$ cat config.mk
export PLATFORM = sky130hd
export DESIGN_NAME = pipelined_regfile
export DESIGN_NICKNAME = d
export VERILOG_FILES = /design/src/rtl/pipelined_regfile_pkg.sv /design/src/rtl/regfile_read_port.sv /design/src/rtl/pipelined_regfile.sv
export SDC_FILE = /design/constraint.sdc
export NUM_CORES = 1
export LEC_CHECK = 0
export CORE_MARGIN = 2
export CORE_UTILIZATION = 40
export DETAILED_ROUTE_END_ITERATION = 6
export SETUP_SLACK_MARGIN = 0.1
export SYNTH_ARGS = -nofsm -noshare
export SYNTH_HDL_FRONTEND = slang
export SYNTH_SLANG_ARGS = --single-unit
$ cat constraint.sdc
create_clock -name clk -period 5.7 [get_ports clk]
set_input_delay 1.425 -clock clk [delete_from_list [all_inputs] [get_ports clk]]
set_output_delay 1.425 -clock clk [all_outputs]
set_load 0.01 [all_outputs]
$ cat src/rtl/pipelined_regfile_pkg.sv
// Shared definitions for the pipelined integer register file.
// Width defaults, sequencer state encoding and the hard-wired zero register.
package pipelined_regfile_pkg;

   localparam int DATA_W_DEF = 32;
   localparam int ADDR_W_DEF = 5;
   localparam int REG_X0     = 0;

   typedef enum logic {
      ST_CLEAR = 1'b0,
      ST_RUN   = 1'b1
   } rf_state_e;

endpackage

$ cat src/rtl/regfile_read_port.sv
// One combinational read port of the pipelined register file.
// Handles x0 masking, write-to-read forwarding and pending masking.
module regfile_read_port
   import pipelined_regfile_pkg::*;
#(
   parameter int DATA_W = DATA_W_DEF,
   parameter int ADDR_W = ADDR_W_DEF,
   parameter int BYPASS = 1
) (
   input  logic              i_run,
   input  logic [ADDR_W-1:0] i_addr,
   input  logic [DATA_W-1:0] i_rdata,
   input  logic              i_pend,
   input  logic              i_we,
   input  logic [ADDR_W-1:0] i_waddr,
   input  logic [DATA_W-1:0] i_wdata,
   output logic [DATA_W-1:0] o_data,
   output logic              o_pend
);

   logic w_hit;
   logic w_x0;

   // Select x0 zero, forwarded write data or stored data
   always_comb begin
      w_hit  = (BYPASS != 0) && i_we && (i_waddr == i_addr);
      w_x0   = (i_addr == ADDR_W'(REG_X0));
      o_data = '0;
      o_pend = 1'b0;
      if (i_run && !w_x0) begin
         if (w_hit) begin
            o_data = i_wdata;
         end else begin
            o_data = i_rdata;
            o_pend = i_pend;
         end
      end
   end

endmodule

$ cat src/rtl/pipelined_regfile.sv
// Pipelined integer register file: NREAD read ports, one write port,
// load-pending scoreboard and a one-register-per-cycle clear sequencer.
module pipelined_regfile
   import pipelined_regfile_pkg::*;
#(
   parameter int DATA_W = DATA_W_DEF,
   parameter int ADDR_W = ADDR_W_DEF,
   parameter int NREAD  = 2,
   parameter int BYPASS = 1
) (
   input  logic                    clk,
   input  logic                    rst,
   output logic                    init_done,
   input  logic [NREAD*ADDR_W-1:0] rd_addr,
   output logic [NREAD*DATA_W-1:0] rd_data,
   output logic [NREAD-1:0]        rd_pending,
   input  logic                    we,
   input  logic [ADDR_W-1:0]       waddr,
   input  logic [DATA_W-1:0]       wdata,
   input  logic                    claim_valid,
   input  logic [ADDR_W-1:0]       claim_addr
);

   localparam int DEPTH = 2 ** ADDR_W;

   rf_state_e         r_state;
   rf_state_e         w_state_nxt;
   logic [ADDR_W-1:0] r_clr_idx;
   logic              r_init_done;
   logic [DEPTH-1:0]  r_pend;
   logic [DATA_W-1:0] r_regs [DEPTH];
   logic              w_run;
   logic              w_run_we;
   logic              w_wr_en;
   logic              w_claim_en;

   assign w_run      = (r_state == ST_RUN);
   assign w_run_we   = w_run && we;
   assign w_wr_en    = w_run_we && !rst &&
                       (waddr != ADDR_W'(REG_X0));
   assign w_claim_en = w_run && claim_valid &&
                       (claim_addr != ADDR_W'(REG_X0));
   assign init_done  = r_init_done;

   // Sequencer state register
   always_ff @(posedge clk) begin
      if (rst) r_state <= ST_CLEAR;
      else     r_state <= w_state_nxt;
   end

   // Leave CLEAR once the last register has been zeroed
   always_comb begin
      w_state_nxt = r_state;
      unique case (r_state)
         ST_CLEAR:
            if (r_clr_idx == ADDR_W'(DEPTH - 1))
               w_state_nxt = ST_RUN;
         ST_RUN:
            w_state_nxt = ST_RUN;
      endcase
   end

   // Clear index walks every register once per clear sequence
   always_ff @(posedge clk) begin
      if (rst)                    r_clr_idx <= '0;
      else if (r_state == ST_CLEAR) r_clr_idx <= r_clr_idx + 1'b1;
   end

   // init_done tracks the registered RUN state
   always_ff @(posedge clk) begin
      if (rst) r_init_done <= 1'b0;
      else     r_init_done <= (w_state_nxt == ST_RUN);
   end

   // Storage: zeroed by the sequencer, written only in RUN
   always_ff @(posedge clk) begin
      if (r_state == ST_CLEAR) r_regs[r_clr_idx] <= '0;
      else if (w_wr_en)        r_regs[waddr]     <= wdata;
   end

   // Scoreboard: a write releases, a same-cycle claim wins
   always_ff @(posedge clk) begin
      if (rst) begin
         r_pend <= '0;
      end else if (w_run) begin
         if (we)         r_pend[waddr]      <= 1'b0;
         if (w_claim_en) r_pend[claim_addr] <= 1'b1;
      end
   end

   for (genvar k = 0; k < NREAD; k++) begin : g_rd
      logic [ADDR_W-1:0] w_addr;
      assign w_addr = rd_addr[k*ADDR_W +: ADDR_W];

      regfile_read_port #(
         .DATA_W (DATA_W),
         .ADDR_W (ADDR_W),
         .BYPASS (BYPASS)
      ) u_port (
         .i_run   (w_run),
         .i_addr  (w_addr),
         .i_rdata (r_regs[w_addr]),
         .i_pend  (r_pend[w_addr]),
         .i_we    (w_run_we),
         .i_waddr (waddr),
         .i_wdata (wdata),
         .o_data  (rd_data[k*DATA_W +: DATA_W]),
         .o_pend  (rd_pending[k])
      );
   end

endmodule

==> results of run 1 <==
## state kept, by name, indices dropped and copies added (netlist names)
name and cells:
init_done 1, r_clr_idx 5, r_regs 1024, r_pend 32
## worst max-delay path, delay by kind of cell
kind | cells | cell delay [ns]
AND/OR/NAND/NOR | 2 | 0.57
XOR/XNOR | 1 | 0.13
AO/OA/AOI/OAI | 1 | 0.22
buffers and inverters | 5 | 1.75
## per-layer routing
metal	share of wire (%)	wire length (µm)
met5	0.0078	13
met4	3.9	6509
met3	10	17260
met2	47	79410
met1	38	64540
## final cells by class
type                    instances  area share, %
multi-input cells            1565          30.83
clock buffers                 139          4.972
well taps                    1650          3.475
flip-flops and latches       1062          53.03
inverters                      10        0.06739
clock inverters                62          1.108
repair buffers                350          6.511
## through the flow
stage	total power, µW	setup TNS [ns]	cell area [µm²]
final	17260	0	59410
after global routing	17710	0	59410
after CTS	17320	0	59260
after detailed placement	10110	0	55630
after global placement	10090	-0.01546	55630
after floorplan	9566	0	50640
## worst paths after layout
check	startpoint	end	slack [ns]	cells past startpoint
max	waddr[2]	rd_data[61]	0.17	9
min	r_pend[0]	r_pend[0]	0.50	1
max reg2reg	init_done	r_regs[23][13]	2.08	5
min reg2reg	r_pend[0]	r_pend[0]	0.50	1
## power breakdown
group | total (µW) | switching, µW | leakage, µW | internal, µW
registers | 8570 | 39.9 | 0.00890 | 8530
clock network | 7300 | 3140 | 0.00176 | 4160
logic | 1390 | 775 | 0.00796 | 612
## logic make-up (layout without fill, tap and decap cells)
group | Yosys count | count (layout) | share of synthesized area [%]
AOI/OAI and AO/OA | 462 | 462 | 7.039
xor gates and xnor gates | 13 | 13 | 0.2248
adders and majority gates | 2 | 2 | 0.04940
buffers and inverters | 253 | 561 | 2.275
DFF | 1062 | 1062 | 62.22
muxes | 762 | 762 | 25.20
and+or+nand+nor | 326 | 326 | 2.989
## layout by cell type, fill, tap and decap left out, drive strengths merged, types with 44 or more instances in the layout
cell type and instances:
clkbuf 142, mux2 66, clkdlybuf4s50 110, nand2 145, a22oi 65, o21ai 67
buf 233, nor2 55, edfxtp 1024, a221oi 65, mux4 404, nand3 44
mux2i 292
## timing repair
action | CTS | global route
pin swaps | 0 | 2
resized for setup | 6 | 14
buffers inserted | 0 | 5
gates cloned | 0 | 2
setup endpoints to repair | 12 | 42
==> impl_metrics.sql, run 1 <==
INSERT INTO impl_metrics (metric_group, metric, value, unit) VALUES
('timing', 'fin_worst_hold_slack', '0.4989', 'ns'),
('drt', 'route.detailed.drc', '0', ''),
('timing', 'worst-slew-pin-transition', '1.211', 'ns'),
('logic_synthesis', 'synth-async-reset-ratio', '0', '%'),
('grt', 'grt_overflow_total', '0', ''),
('finish', 'utilization', '47.32', '%'),
('logic_synthesis', 'edff_count_synth', '1024', ''),
('die', 'core.rowCount', '130', ''),
('finish', 'nets', '3157', ''),
('placement', 'post-place-cells', '4630', ''),
('cts', 'h-tree-depth', '3', ''),
('critical_path', 'worst_ep_arrival', '4.11', 'ns'),
('drt', 'vias_per_cell', '6.629', ''),
('finish', 'n_antenna_cell', '0', ''),
('placement', 'hpwl', '98.47', 'mm'),
('logic_synthesis', 'synthCells', '2880', ''),
('drt', 'wl_per_cell', '34.67', 'µm'),
('finish', 'post_route_cells_drive_above_1_share', '29.99', '%'),
('logic_synthesis', 'synth_largest_type_area_fraction', '60.72', '%'),
('drt', 'drt_antenna_net_count', '0', ''),
('die', 'top_level_ports', '123', ''),
('critical_path', 'startpoint_type', 'primary input', ''),
('cts', 'clkTransAtPathRegs', '0.06', 'ns'),
('timing', 'max-slew-margin-rel', '18.66', '%'),
('critical_path', 'crit_path_max_incr_delay', '0.56', 'ns'),
('logic_synthesis', 'synth.yosys.warnings', '0', ''),
('die', 'floorplan.initialDensity', '40.33', '%'),
('critical_path', 'crit_path_end_kind', 'output pin', ''),
('die', 'fp.dieArea', '129500', 'µm²'),
('cts', 'total_clock_buffers_created_by_cts', '110', ''),
('logic_synthesis', 'syn-cell-area', '50640', 'µm²'),
('logic_synthesis', 'synth_cell_type_count', '57', ''),
('logic_synthesis', 'synthTopCellsByArea', 'sky130_fd_sc_hd__edfxtp_1 (61%), sky130_fd_sc_hd__mux4_2 (18%), sky130_fd_sc_hd__mux2i_1 (5.8%)', ''),
('timing', 'final.min_clock_period', '5.533', 'ns'),
('finish', 'multi_input_area', '18320', 'µm²'),
('timing', 'timing_max_transition_violations_final', '0', ''),
('grt', 'grt.met3_usage', '6.678', '%'),
('status', 'status', 'completed', ''),
('critical_path', 'crit_path_max_fanout', '11', ''),
('grt', 'global_route_wire_length_before_repair', '237.7', 'mm'),
('timing', 'fin_worst_skew', '0.02897', 'ns'),
('drt', 'postRouteWirelength', '167.7', 'mm'),
('timing', 'finalCritPeriodShare', '97.08', '%'),
('logic_synthesis', 'synth_most_common_cell', 'sky130_fd_sc_hd__edfxtp_1', ''),
('timing', 'setup_repair_after_global_routing_missed_its_margin', 'false', ''),
('cts', 'worst_skew_pair.late_latency', '0.74', 'ns'),
('timing', 'max_freq', '180.7', 'MHz'),
('placement', 'final_wtd_congestion', '0.8292', ''),
('finish', 'layout.area.seq', '31510', 'µm²'),
('logic_synthesis', 'synth.cells.most_frequent', 'sky130_fd_sc_hd__edfxtp_1 (1024), sky130_fd_sc_hd__mux4_2 (404), sky130_fd_sc_hd__mux2i_1 (292)', ''),
('timing', 'timing_hold_violations_final', '0', ''),
('grt', 'busiest_metal_layer_after_global_routing', 'met2', ''),
('critical_path', 'worstPathCellList', 'clkdlybuf4s50_1 > buf_4 > xnor2_1 > nand3_1 > nor4_4 > buf_4 > buf_8 > a32o_1 > clkdlybuf4s50_1', ''),
('grt', 'antenna_violations_before_repair', '3', ''),
('placement', 'io_buffer_count', '122', ''),
('logic_synthesis', 'yosysSeqAreaShare', '62.22', '%'),
('drt', 'drt_first_iter_violations', '4375', ''),
('pwr', 'static-leakage-power', '0.01862', 'µW'),
('finish', 'syn_to_final_growth', '17.32', '%'),
('logic_synthesis', 'postSynthNetCount', '2938', ''),
('pwr', 'max-vdd-ir-drop', '0.2361', 'mV'),
('logic_synthesis', 'post-synth-top-area-cell', 'sky130_fd_sc_hd__edfxtp_1', ''),
('pwr', 'power_density', '290.5', 'nW/µm²'),
('critical_path', 'required_time_worst_endpoint', '4.28', 'ns'),
('die', 'placeable_area', '125600', 'µm²'),
('grt', 'met2_usage_in_global_routing', '40.75', '%'),
('critical_path', 'cpMaxStageDelayCell', 'sky130_fd_sc_hd__clkdlybuf4s50_1', ''),
('drt', 'routed-via-count', '32073', ''),
('timing', 'postLayoutSetupSlackWorst', '0.1665', 'ns'),
('grt', 'first_global_vias', '32324', ''),
('finish', 'finalNonFillerCells', '4838', '');
Note: power is estimated with default switching activity, not from simulation.
==> run 2: changes to the inputs <==
--- a/config.mk
+++ b/config.mk
@@ -8,7 +8,7 @@
 export CORE_MARGIN = 2
 export CORE_UTILIZATION = 40
 export DETAILED_ROUTE_END_ITERATION = 6
-export SETUP_SLACK_MARGIN = 0.1
+export SETUP_SLACK_MARGIN = 0.15
 export SYNTH_ARGS = -nofsm -noshare
 export SYNTH_HDL_FRONTEND = slang
 export SYNTH_SLANG_ARGS = --single-unit
==> run 2 against run 1 <==
Compared with the run above:
- clock-buffer cell count unchanged
- via count about the same
- sequential power about the same
- combinational power about the same
- hold slack worse by 0.0024 ns
- flip-flop and latch count unchanged
- critical endpoint is now rd_data[19]
- largest cell class unchanged
- largest power group unchanged
==> impl_metrics.sql, run 2 (same netlist as run 1, synthesis figures left out) <==
INSERT INTO impl_metrics (metric_group, metric, value, unit) VALUES
('pwr', 'static-leakage-power', '0.01866', 'µW'),
('cts', 'worst_skew_pair.late_latency', '0.73', 'ns'),
('drt', 'postRouteWirelength', '167.9', 'mm'),
('cts', 'h-tree-depth', '3', ''),
('grt', 'antenna_violations_before_repair', '5', ''),
('cts', 'clockBufferDepth', '3', ''),
('finish', 'layout.cell_area.non_filler', '59430', 'µm²'),
('critical_path', 'cpMaxStageDelayCell', 'sky130_fd_sc_hd__clkdlybuf4s50_1', ''),
('placement', 'post-place-cells', '4630', ''),
('cts', 'cts.hold.buffers_added', '0', ''),
('finish', 'reg.largest.list', 'r_regs (1024), r_pend (32), r_clr_idx (5)', ''),
('grt', 'maximum_number_of_pins_on_one_net_before_global_route_repair', '63', ''),
('drt', 'vias_per_cell', '6.631', ''),
('die', 'top_level_ports', '123', ''),
('timing', 'timing_max_transition_violations_final', '0', ''),
('timing', 'worst-slew-pin-transition', '1.172', 'ns'),
('drt', 'routed-via-count', '32072', ''),
('cts', 'clkTransAtPathRegs', '0.06', 'ns'),
('status', 'status', 'completed', ''),
('timing', 'report.final.setup_viol', '0', ''),
('timing', 'postLayoutSetupSlackWorst', '0.1987', 'ns'),
('critical_path', 'critPathTopFamily', 'buffers and inverters', ''),
('die', 'core.rowCount', '130', ''),
('critical_path', 'setup.reg_to_reg.worst_slack', '2.08', 'ns'),
('drt', 'wl_per_cell', '34.72', 'µm'),
('finish', 'syn_to_final_growth', '17.34', '%'),
('critical_path', 'crit_path_max_incr_delay', '0.56', 'ns'),
('placement', 'final_wtd_congestion', '0.8292', ''),
('die', 'placeable_area', '125600', 'µm²'),
('drt', 'drt_first_iter_violations', '4344', ''),
('timing', 'timing_hold_violations_final', '0', ''),
('die', 'floorplan.initialDensity', '40.33', '%'),
('finish', 'nets', '3156', ''),
('placement', 'hpwl', '98.47', 'mm'),
('finish', 'finalNonFillerCells', '4837', ''),
('timing', 'setup_repair_after_global_routing_missed_its_margin', 'true', ''),
('timing', 'final.min_clock_period', '5.501', 'ns'),
('run', 'drv_cap', '0', ''),
('critical_path', 'worstPathCellList', 'clkdlybuf4s50_1 > xor2_1 > nor3_1 > buf_4 > a311oi_4 > buf_12 > buf_12 > buf_4 > a21bo_2 > nand3_1 > clkdlybuf4s50_1', ''),
('timing', 'max_freq', '181.8', 'MHz'),
('critical_path', 'required_time_worst_endpoint', '4.28', 'ns'),
('cts', 'total_clock_buffers_created_by_cts', '110', ''),
('die', 'fp.dieArea', '129500', 'µm²'),
('grt', 'gr-usage-all-layers', '25.57', '%'),
('pwr', 'total_power', '17260', 'µW'),
('placement', 'place_worst_setup_slack', '0.03259', 'ns'),
('grt', 'first_global_vias', '32397', ''),
('finish', 'largest_register', 'r_regs', ''),
('placement', 'dpl_cell_area', '55630', 'µm²'),
('pwr', 'power_density', '290.5', 'nW/µm²'),
('drt', 'route.detailed.drc', '0', ''),
('timing', 'finalCritPeriodShare', '96.51', '%'),
('critical_path', 'crit_path_max_fanout', '5', ''),
('die', 'die-height', '359.8', 'µm'),
('min_path', 'hold_path_class', 'register to register', ''),
('finish', 'layout_common_cells', 'sky130_fd_sc_hd__edfxtp_1 (1024), sky130_fd_sc_hd__mux4_2 (404), sky130_fd_sc_hd__mux2i_1 (292)', ''),
('drt', 'drt_antenna_net_count', '0', ''),
('critical_path', 'startpoint_type', 'primary input', ''),
('cts', 'cts_tree', 'done', ''),
('finish', 'largest_reg_flops', '1024', ''),
('timing', 'max-slew-margin-rel', '21.29', '%'),
('finish', 'post_route_cells_drive_above_1_share', '30.03', '%'),
('grt', 'global_route_wire_length_before_repair', '238.1', 'mm'),
('drt', 'first_pass_iters', '6', ''),
('finish', 'n_antenna_cell', '0', ''),
('pwr', 'max-vdd-ir-drop', '0.2367', 'mV'),
('critical_path', 'timing_worst_setup_path_type', 'primary input to output pin', ''),
('critical_path', 'cp_num_buf_inv', '6', ''),
('finish', 'final_common_cell', 'sky130_fd_sc_hd__edfxtp_1', ''),
('finish', 'layout.filler_cells', '10390', ''),
('grt', 'grt_overflow_total', '0', ''),
('cts', 'clock_sinks', '1062', ''),
('critical_path', 'worst_ep_arrival', '4.08', 'ns'),
('timing', 'fin_worst_skew', '0.02502', 'ns'),
('die', 'chipWidth', '359.8', 'µm'),
('critical_path', 'crit_path_end_kind', 'output pin', ''),
('cts', 'clk_root_buf', 'sky130_fd_sc_hd__clkbuf_16', ''),
('placement', 'io_buffer_count', '122', '');
run 2: cell count changes in the layout (fill, tap and decap cells not counted), sizes merged:
cell,before,now
clkbuf,142,141
clkdlybuf4s50,110,106
dlymetal6s2s,4,5
buf,233,232
dlygate4sd2,0,3
bufbuf,0,1
run 2: final timing paths:
check	to	startpoint	depth (start not counted)
worst min-delay path	r_pend[0]	r_pend[0]	1
worst min register to register	r_pend[0]	r_pend[0]	1
worst max-delay path	rd_data[19]	waddr[2]	11
worst max register to register	r_regs[23][13]	init_done	5
run 2: power breakdown:
part	leakage (µW)	total (µW)	switching, µW	internal (µW)
sequential	0.00890	8570	40.2	8530
clock	0.00176	7300	3140	4160
combinational	0.00800	1390	775	613
total	0.0187	17300	3960	13300
run 2: per-layer routing:
metal / global-route usage (%) / wire length [µm] / vias to the layer above
met5: 0 / 27 / -
met4: 9.812 / 6968 / 4
met3: 6.400 / 17870 / 366
met2: 40.78 / 79210 / 1966
met1: 33.78 / 63860 / 17049
li1: - / - / 12687
run 2: final cells by class:
class | count | area [µm²] | area share, %
clock buffers | 139 | 2954 | 4.971
clock inverters | 62 | 658.1 | 1.107
inverters | 10 | 40.04 | 0.06737
multi-input cells | 1565 | 18330 | 30.84
flip-flops and latches | 1062 | 31510 | 53.02
well taps | 1650 | 2064 | 3.474
repair buffers | 349 | 3874 | 6.518
run 2: metrics by stage:
step | setup TNS [ns] | util, % | hold slack (ns)
after floorplan | 0 | - | 0.4603
after global placement | -0.01546 | 44.30 | 0.4736
after detailed placement | 0 | 44.30 | 0.4866
after CTS | 0 | 47.25 | 0.4967
after global routing | 0 | 47.33 | 0.5148
final | 0 | 47.33 | 0.4965
run 2: timing repair:
action,in CTS,in global routing
gates resized for setup,11,13
setup endpoints to repair,25,39
pin swaps,2,1
gates cloned,1,1
buffers inserted,3,1
run 2: worst reg2reg max path, cell delays in order, from the launching register on:
cell and delay, ns:
sky130_fd_sc_hd__dfxtp_1 0.81, sky130_fd_sc_hd__and3b_1 0.45, sky130_fd_sc_hd__o31a_2 0.29, sky130_fd_sc_hd__buf_4 0.32
sky130_fd_sc_hd__buf_4 0.47, sky130_fd_sc_hd__and2_1 0.91
